`src/rtl/low_pass_ctrl.sv`:
```
// rtl/low_pass_ctrl.sv - frame sequencer feeding and draining the low_pass filter
//
// Purpose:
//   Loads one grayscale frame (WIDTH rows x DEPTH pixels) from a valid/ready
//   pixel stream into the filter with lp_en, waits a settle interval, then
//   runs the filter with lp_en_proc and emits each filtered pixel with its
//   raster index. All outputs are registered.
//
// Optional feature macro: LP_CTRL_TIMEOUT_EN
//   Adds o_err and a load-stall counter. If TIMEOUT_CYCLES consecutive LOAD
//   cycles pass without an accepted pixel, the frame is abandoned: o_err and
//   o_lp_rst pulse for one cycle and the block returns to IDLE with no done.
//
// Ports:
//   i_clk            system clock, rising edge
//   i_rst            synchronous active-high reset
//   i_start          one-cycle frame request, honoured only in IDLE
//   i_pix_in_valid   source pixel valid
//   i_pix_in         source pixel
//   o_pix_in_ready   pixel accepted this cycle when valid
//   o_lp_rst         filter reset
//   o_lp_data        filter image_input
//   o_lp_en          filter enable (load strobe)
//   o_lp_en_proc     filter enable_process
//   i_lp_out         filter image_output
//   o_pix_out_valid  filtered pixel valid
//   o_pix_out        filtered pixel
//   o_pix_out_index  raster index of o_pix_out
//   o_busy           high whenever not IDLE
//   o_done           one-cycle pulse with the last output pixel
//   o_err            load timeout pulse (LP_CTRL_TIMEOUT_EN only)

module low_pass_ctrl #(
  parameter int DEPTH          = 410,
  parameter int WIDTH          = 361,
  parameter int SETTLE_CYCLES  = 2,
  parameter int CNT_W          = 18,
  parameter int TIMEOUT_CYCLES = 1024
) (
  input  logic             i_clk,
  input  logic             i_rst,
  input  logic             i_start,
  input  logic             i_pix_in_valid,
  input  logic [7:0]       i_pix_in,
  output logic             o_pix_in_ready,
  output logic             o_lp_rst,
  output logic [7:0]       o_lp_data,
  output logic             o_lp_en,
  output logic             o_lp_en_proc,
  input  logic [7:0]       i_lp_out,
  output logic             o_pix_out_valid,
  output logic [7:0]       o_pix_out,
  output logic [CNT_W-1:0] o_pix_out_index,
  output logic             o_busy,
  output logic             o_done
`ifdef LP_CTRL_TIMEOUT_EN
  ,
  output logic             o_err
`endif
);

  localparam int FRAME = WIDTH * DEPTH;
  localparam logic [CNT_W-1:0] LAST_IDX = CNT_W'(FRAME - 1);

  // Parameter legality, caught at elaboration.
  if (SETTLE_CYCLES < 1 || SETTLE_CYCLES > 15) begin : g_bad_settle
    $error("low_pass_ctrl: SETTLE_CYCLES out of range 1..15");
  end
  if ((longint'(1) << CNT_W) <= longint'(FRAME)) begin : g_bad_cnt_w
    $error("low_pass_ctrl: CNT_W too small for WIDTH*DEPTH");
  end
  if (TIMEOUT_CYCLES < 1) begin : g_bad_timeout
    $error("low_pass_ctrl: TIMEOUT_CYCLES must be positive");
  end

  typedef enum logic [2:0] {
    S_IDLE   = 3'd0,
    S_CLR    = 3'd1,
    S_LOAD   = 3'd2,
    S_SETTLE = 3'd3,
    S_PROC   = 3'd4,
    S_DONE   = 3'd5
  } state_t;

  state_t           r_state;
  state_t           w_next_state;
  logic [CNT_W-1:0] r_load_cnt;
  logic [CNT_W-1:0] r_proc_cnt;
  logic [3:0]       r_settle_cnt;
  logic             w_accept;
  logic             w_timeout;
  logic             w_lp_rst;

  logic             r_pix_in_ready;
  logic             r_lp_rst;
  logic [7:0]       r_lp_data;
  logic             r_lp_en;
  logic             r_lp_en_proc;
  logic             r_pix_out_valid;
  logic [7:0]       r_pix_out;
  logic [CNT_W-1:0] r_pix_out_index;
  logic             r_busy;
  logic             r_done;

  assign w_accept = (r_state == S_LOAD) && i_pix_in_valid;

`ifdef LP_CTRL_TIMEOUT_EN
  localparam int STALL_W = $clog2(TIMEOUT_CYCLES + 1);
  logic [STALL_W-1:0] r_stall_cnt;
  logic               r_err;

  // Fires on the edge that would take the stall count to TIMEOUT_CYCLES.
  assign w_timeout = (r_state == S_LOAD) && !i_pix_in_valid &&
                     (r_stall_cnt == STALL_W'(TIMEOUT_CYCLES - 1));

  always_ff @(posedge i_clk) begin
    if (i_rst) begin
      r_stall_cnt <= '0;
      r_err       <= 1'b0;
    end else begin
      r_err <= w_timeout;
      if (r_state != S_LOAD || w_accept) begin
        r_stall_cnt <= '0;
      end else if (!w_timeout) begin
        r_stall_cnt <= r_stall_cnt + 1'b1;
      end
    end
  end

  assign o_err = r_err;
`else
  assign w_timeout = 1'b0;
`endif

  always_comb begin
    w_next_state = r_state;
    unique case (r_state)
      S_IDLE:   if (i_start) w_next_state = S_CLR;
      S_CLR:    w_next_state = S_LOAD;
      S_LOAD: begin
        if (w_accept && r_load_cnt == LAST_IDX) begin
          w_next_state = S_SETTLE;
        end else if (w_timeout) begin
          w_next_state = S_IDLE;
        end
      end
      // The first SETTLE cycle still carries the final registered lp_en
      // pulse, so stay one extra cycle to leave SETTLE_CYCLES quiet cycles.
      S_SETTLE: if (r_settle_cnt == 4'(SETTLE_CYCLES)) w_next_state = S_PROC;
      S_PROC:   if (r_proc_cnt == LAST_IDX) w_next_state = S_DONE;
      S_DONE:   w_next_state = S_IDLE;
      default:  w_next_state = S_IDLE;
    endcase
    w_lp_rst = (w_next_state == S_CLR) || w_timeout;
  end

  always_ff @(posedge i_clk) begin
    if (i_rst) begin
      r_state         <= S_IDLE;
      r_load_cnt      <= '0;
      r_proc_cnt      <= '0;
      r_settle_cnt    <= '0;
      r_pix_in_ready  <= 1'b0;
      r_lp_rst        <= 1'b1;
      r_lp_data       <= '0;
      r_lp_en         <= 1'b0;
      r_lp_en_proc    <= 1'b0;
      r_pix_out_valid <= 1'b0;
      r_pix_out       <= '0;
      r_pix_out_index <= '0;
      r_busy          <= 1'b0;
      r_done          <= 1'b0;
    end else begin
      r_state <= w_next_state;

      if (w_next_state == S_CLR) begin
        r_load_cnt <= '0;
        r_proc_cnt <= '0;
      end else begin
        if (w_accept && r_load_cnt != LAST_IDX) r_load_cnt <= r_load_cnt + 1'b1;
        if (r_state == S_PROC && r_proc_cnt != LAST_IDX) r_proc_cnt <= r_proc_cnt + 1'b1;
      end

      r_settle_cnt <= (r_state == S_SETTLE) ? r_settle_cnt + 1'b1 : 4'd0;

      // Outputs are decoded from the next state so they line up with it.
      r_pix_in_ready <= (w_next_state == S_LOAD);
      r_lp_rst       <= w_lp_rst;
      r_lp_en        <= w_accept;
      if (w_accept) r_lp_data <= i_pix_in;
      r_lp_en_proc   <= (w_next_state == S_PROC);
      r_busy         <= (w_next_state != S_IDLE);
      r_done         <= (w_next_state == S_DONE);

      // Filter output for an lp_en_proc cycle is captured at its closing edge.
      r_pix_out_valid <= (r_state == S_PROC);
      if (r_state == S_PROC) begin
        r_pix_out       <= i_lp_out;
        r_pix_out_index <= r_proc_cnt;
      end
    end
  end

  assign o_pix_in_ready  = r_pix_in_ready;
  assign o_lp_rst        = r_lp_rst;
  assign o_lp_data       = r_lp_data;
  assign o_lp_en         = r_lp_en;
  assign o_lp_en_proc    = r_lp_en_proc;
  assign o_pix_out_valid = r_pix_out_valid;
  assign o_pix_out       = r_pix_out;
  assign o_pix_out_index = r_pix_out_index;
  assign o_busy          = r_busy;
  assign o_done          = r_done;

endmodule

```
`config.mk`:
```
export PLATFORM = sky130hd
export DESIGN_NAME = low_pass_ctrl
export DESIGN_NICKNAME = d
export VERILOG_FILES = /design/src/rtl/low_pass_ctrl.sv
export SDC_FILE = /design/constraint.sdc
export NUM_CORES = 1
export LEC_CHECK = 0
export ABC_AREA = 0
export CAP_MARGIN = 10
export CELL_PAD_IN_SITES_DETAIL_PLACEMENT = 1
export CELL_PAD_IN_SITES_GLOBAL_PLACEMENT = 1
export CORE_UTILIZATION = 42
export CTS_CLUSTER_DIAMETER = 150
export DETAILED_ROUTE_END_ITERATION = 8
export GPL_ROUTABILITY_DRIVEN = 0
export PLACE_DENSITY = 0.82
export SETUP_SLACK_MARGIN = 0.5
export SLEW_MARGIN = 20
export SYNTH_ARGS = -nofsm -noshare
export SYNTH_HDL_FRONTEND = slang
export SYNTH_SLANG_ARGS = --single-unit
```
`constraint.sdc`:
```
create_clock -name i_clk -period 2.99 [get_ports i_clk]
set_clock_uncertainty 0.05 [all_clocks]
set_input_delay 0.598 -clock i_clk [delete_from_list [all_inputs] [get_ports i_clk]]
set_output_delay 0.598 -clock i_clk [all_outputs]
set_load 0.005 [all_outputs]
```
# --- Yosys cells after proc, flatten, opt, wreduce, memory -nomap -nowiden ---
# Cells that the tools add are included.
op_classes:
  n_reduce_logical: 8
  muxes: 5
  add_sub_neg: 3
  n_bitwise: 1
  n_eq_ne: 13
op_table:
  columns: ["operator", "count"]
  rows:
  - ["$add 18x1->18 const B", 2]
  - ["$eq 18x18->1 const B", 2]
  - ["$ne 18x18->1 const B", 2]
  - ["$pmux 3 s5", 1]
  - ["$mux 3", 4]
  - ["$eq 3x2->1 const B", 3]
  - ["$eq 3x3->1 const B", 3]
  - ["$eq 3x1->1 const B", 2]
  - ["$add 4x1->4 const B", 1]
  - ["$eq 4x2->1 const B", 1]
  - ["$logic_and 1x1->1", 4]
  - ["$reduce_or 2->1", 2]
  - ["$logic_not 3->1", 1]
  - ["$reduce_bool 3->1", 1]
  - ["$not 1->1", 1]
word_totals:
  word_cells: 44
  inputBits: 20
  regBits: 84
  output_inout_bits: 41

# --- Logic depth before layout (Yosys ltp) ---
depth:
  ltp_word: 7
  ltp_mapped: 7
  depth_no_buf: 6

# --- Worst setup path after synthesis ---
# OpenSTA, ideal clock, no wires.
synth_timing:
  path_type: "input -> register"
  start: "input port i_pix_in_valid"
  end: "register r_load_cnt[12]"
  setup_slack_ns: 1.198
  arrival_ns: 1.676
  required_ns: 2.874
  path_stages: 5
  path_cell_list: "nand4bb_1 -> buf_2 -> or3_4 -> or3_1 -> a21oi_2"
synth_via:
  elab_chain_len: 6
synth_rtl:
  columns: ["element", "line", "text"]
  rows:
  - ["start: declaration", "43", "input logic i_pix_in_valid,"]
  - ["$logic_and 1x1->1 (*)", "105", "assign w_accept = (r_state == S_LOAD) && i_pix_in_valid;"]
  - ["$logic_and 1x1->1", "141", "if (w_accept && r_load_cnt == LAST_IDX) begin"]
  - ["$mux 3", "141", null]
  - ["$pmux 3 s5", "137", "unique case (r_state)"]
  - ["$eq 3x1->1", "176", "if (w_next_state == S_CLR) begin"]
  - ["$reduce_or 2->1 (no source line)", null, null]
  - ["end signal: assignment", "180", "if (w_accept && r_load_cnt != LAST_IDX) r_load_cnt <= r_load_cnt + 1'b1;"]
  - ["end: declaration", "87", "logic [CNT_W-1:0] r_load_cnt;"]
# Mark *: on every way between the ends. The rest lies on a longest branch, timed or not.
# A chain may end at the register's enable or synchronous reset.

# --- Final worst setup path ---
layout_timing:
  start: "input port i_start"
  end: "register r_proc_cnt[7]"
layout_via:
  elab_chain_len: 4
layout_rtl:
  columns: ["element", "line", "text"]
  rows:
  - ["start: declaration", "42", "input logic i_start,"]
  - ["$mux 3", "138", "S_IDLE: if (i_start) w_next_state = S_CLR;"]
  - ["$pmux 3 s5", "137", null]
  - ["$eq 3x1->1", "176", null]
  - ["$reduce_or 2->1 (no source line)", null, null]
  - ["end signal: assignment", "181", "if (r_state == S_PROC && r_proc_cnt != LAST_IDX) r_proc_cnt <= r_proc_cnt + 1'b1;"]
  - ["end: declaration", "88", "logic [CNT_W-1:0] r_proc_cnt;"]
# Every way passes these cells.

==> impl_metrics.ini <==
[status]
status = complete, no violations

[floorplan]
dieHeight_um = 94.3
rows = 33
core_area_um2 = 8220
fp.dieW_um = 94.3
die_area_um2 = 8900
initial_core_util_pct = 43.6
io-pin-count = 61

[sta]
period_needed_ps = 2160
rsz0062_at_grt = false
fmax_mhz = 463
finalSetupViolations = 0
timing.final.crit_share_pct = 72.2
slew_violations = 0
relSlewSlack_pct = 65.2
hold_viol = 0
tns_ps = 0
tightest_slew_ps = 515

[yosys]
syn_area_um2 = 3580
synth_cells = 427
yosys.area.top_type_share_pct = 47.0
yosys_warnings = 0
ys_top_cells_by_area = dfxtp_1, nand2_1, a21oi_1, or3_1, o21ai_0
async_reset_ff_share_pct = 0
synth_nets = 453
synthTopCellsByCount = dfxtp_1, nand2_1, a21oi_1, nor2_1
yosysTopAreaCell = dfxtp_1
dominantRegCellSynth = dfxtp_1
syn_avg_cell_area_um2 = 8.38
synth_edf_count = 0
yosysSeqAreaShare_pct = 47.0
ys_types = 42
synth_seq_cells = 84

[clocking]
post_cts_resized = 0
postCtsHoldBufs = 0
htreeDepth = 3
cts_buffers = 9
insertion_delay_ps = 360
cts_tree = yes
max-clock-path-buffers = 2
cts_setup_buffers = 0
cts.reportedPaths.clkPinSlew_ps = 90
root_buffer = clkbuf_8
cts_sinks = 84

[finish]
syn_to_final_growth_pct = 24.5
final_cells = 589
drive_above_1_share_pct = 5.79
n_antenna_cell = 0
nets = 506

[global_routing]
grt_pass1_vias = 3212
grtUsageMet2_pct = 38.4
busiest_layer = met2
gr-usage-met1_pct = 25.2
grt-ovfl-total = 0
grt_pass1_wl_mm = 15.2
use_met3_pct = 5.10
antenna_found_initial = 0
grtUsageTotal_pct = 22.0
grt_max_degree = 44

[pwr]
p_leak_nw = 1.48
pwr_density_cell_nw_per_um2 = 475
p_int_mw = 1.65
p_clk_share_pct = 41.3
irDropWorstVdd_mv = 0.208
switching_share_pct = 22.2
comb_power_share_pct = 5.0
pwr-share-seq_pct = 53.7
p_sw_mw = 0.470

[detailed_routing]
drc = 0
routedWlPerCell_um = 15.5
ant_nets = 0
drt-total-wl_mm = 9.11
first_iter_violations = 52
drt-pass1-iter-count = 4
avgViaCountPerCell = 5.46
num_vias = 3214

[worst_setup_path]
cp-start-kind = primary input
crit_path_end_kind = flip-flop
cp_num_buf_inv = 3
crit_family = buffers and inverters
cp_cell_sequence = clkdlybuf4s50_1 > nor4b_1 > nor2_1 > inv_1 > buf_4 > a21oi_1
slowest_stage = clkdlybuf4s50_1
cp.required_ps = 3180
cp_slowest_stage_delay_ps = 500
worstPathArrival_ps = 2350
path_class = primary input to flip-flop
crit_fanout = 13

[place]
numPlacedInstances = 574
portBuffers = 60
dp_hpwl_mm = 6.29

[job]
cap_violations = 0

[min_path]
hold_class = flip-flop to flip-flop
## worst paths after layout
path | startpoint | endpoint | cells past startpoint | slack [ps]
max reg2reg | r_state[2] | r_proc_cnt[13] | 4 | 1100
min | o_pix_out_index[8] | o_pix_out_index[8] | 2 | 410
max | i_start | r_proc_cnt[7] | 6 | 830
min reg2reg | o_pix_out_index[8] | o_pix_out_index[8] | 2 | 410
## cells by family (layout without fill, tap and decap cells)
logic type | Yosys count | after routing | synth area share (%)
AOI/OAI and AO/OA | 89 | 89 | 14.0
xor gates and xnor gates | 13 | 13 | 3.18
adders and majority gates | 6 | 6 | 2.10
buffers and inverters | 38 | 95 | 4.65
DFF | 84 | 84 | 47.0
muxes | 3 | 3 | 0.839
and+or+nand+nor | 194 | 194 | 28.3
## power by group through the flow
stage	registers, mW	clock network (mW)	logic, mW
floorplan	1.16	0	0.0520
global placement	1.16	0	0.103
detailed placement	1.16	0	0.105
CTS	1.14	0.899	0.106
global route	1.14	0.937	0.116
finish	1.14	0.875	0.105
## layout by cell type (no fill, tap or decap), types with 2 or more instances in the layout
master,instances
nand2_1,84
dfxtp_1,84
clkdlybuf4s50_1,60
a21oi_1,55
nor2_1,22
o21ai_0,17
or3_1,17
nand3_1,15
inv_1,12
nand4_1,10
and3_1,9
clkbuf_8,9
and4_1,8
buf_4,8
xor2_1,7
nor4_1,6
xnor2_1,6
ha_1,6
a211oi_1,5
nor4b_1,3
nor4bb_1,3
and2_1,3
o31ai_1,3
or4_1,3
mux2i_1,3
and4bb_2,2
nor3b_1,2
a21oi_2,2
a2111o_1,2
a21o_1,2
bufinv_16,2
clkinvlp_4,2
clkbuf_1,2
## cell type report
cell class              instances  area [um^2]
fillers                       996         3760
multi-input cells             305         1730
flip-flops and latches         84         1680
well taps                     105          131
clock buffers                  11          131
inverters                      12         45.0
repair buffers                 68          661
clock inverters                 4         75.1
## flip-flops by register name (all words and copies together), names as in the netlist, 3 cells and up
name             flops
o_pix_out_index     18
r_load_cnt          18
r_proc_cnt          18
o_lp_data            8
o_pix_out            8
r_settle_cnt         4
r_state              3
## stage by stage
step / hold WS, ps / utilization, % / power [mW] / cell area [um^2] / worst slack [ps]
6_report: 407 / 54.2 / 2.12 / 4460 / 830
5_1_grt: 431 / 54.2 / 2.19 / 4460 / 662
4_1_cts: 411 / 54.2 / 2.14 / 4460 / 823
3_5_place_dp: 398 / 51.7 / 1.27 / 4250 / 479
3_3_place_gp: 391 / 51.7 / 1.27 / 4250 / 542
2_1_floorplan: 380 / - / 1.21 / 3580 / 1200
## worst register-to-register path, cell delays in order (launching register included)
cell,delay [ps]
dfxtp_1,530
and4bb_2,430
nand3_2,220
or4_1,450
a21oi_1,160
## routing by layer
metal  vias up  wire [um]
met3        21        329
met4         0        222
met1      1536       4000
met2        62       4560
met5         -          0
li1       1595          -
Note: power is estimated with default switching activity, not from simulation.
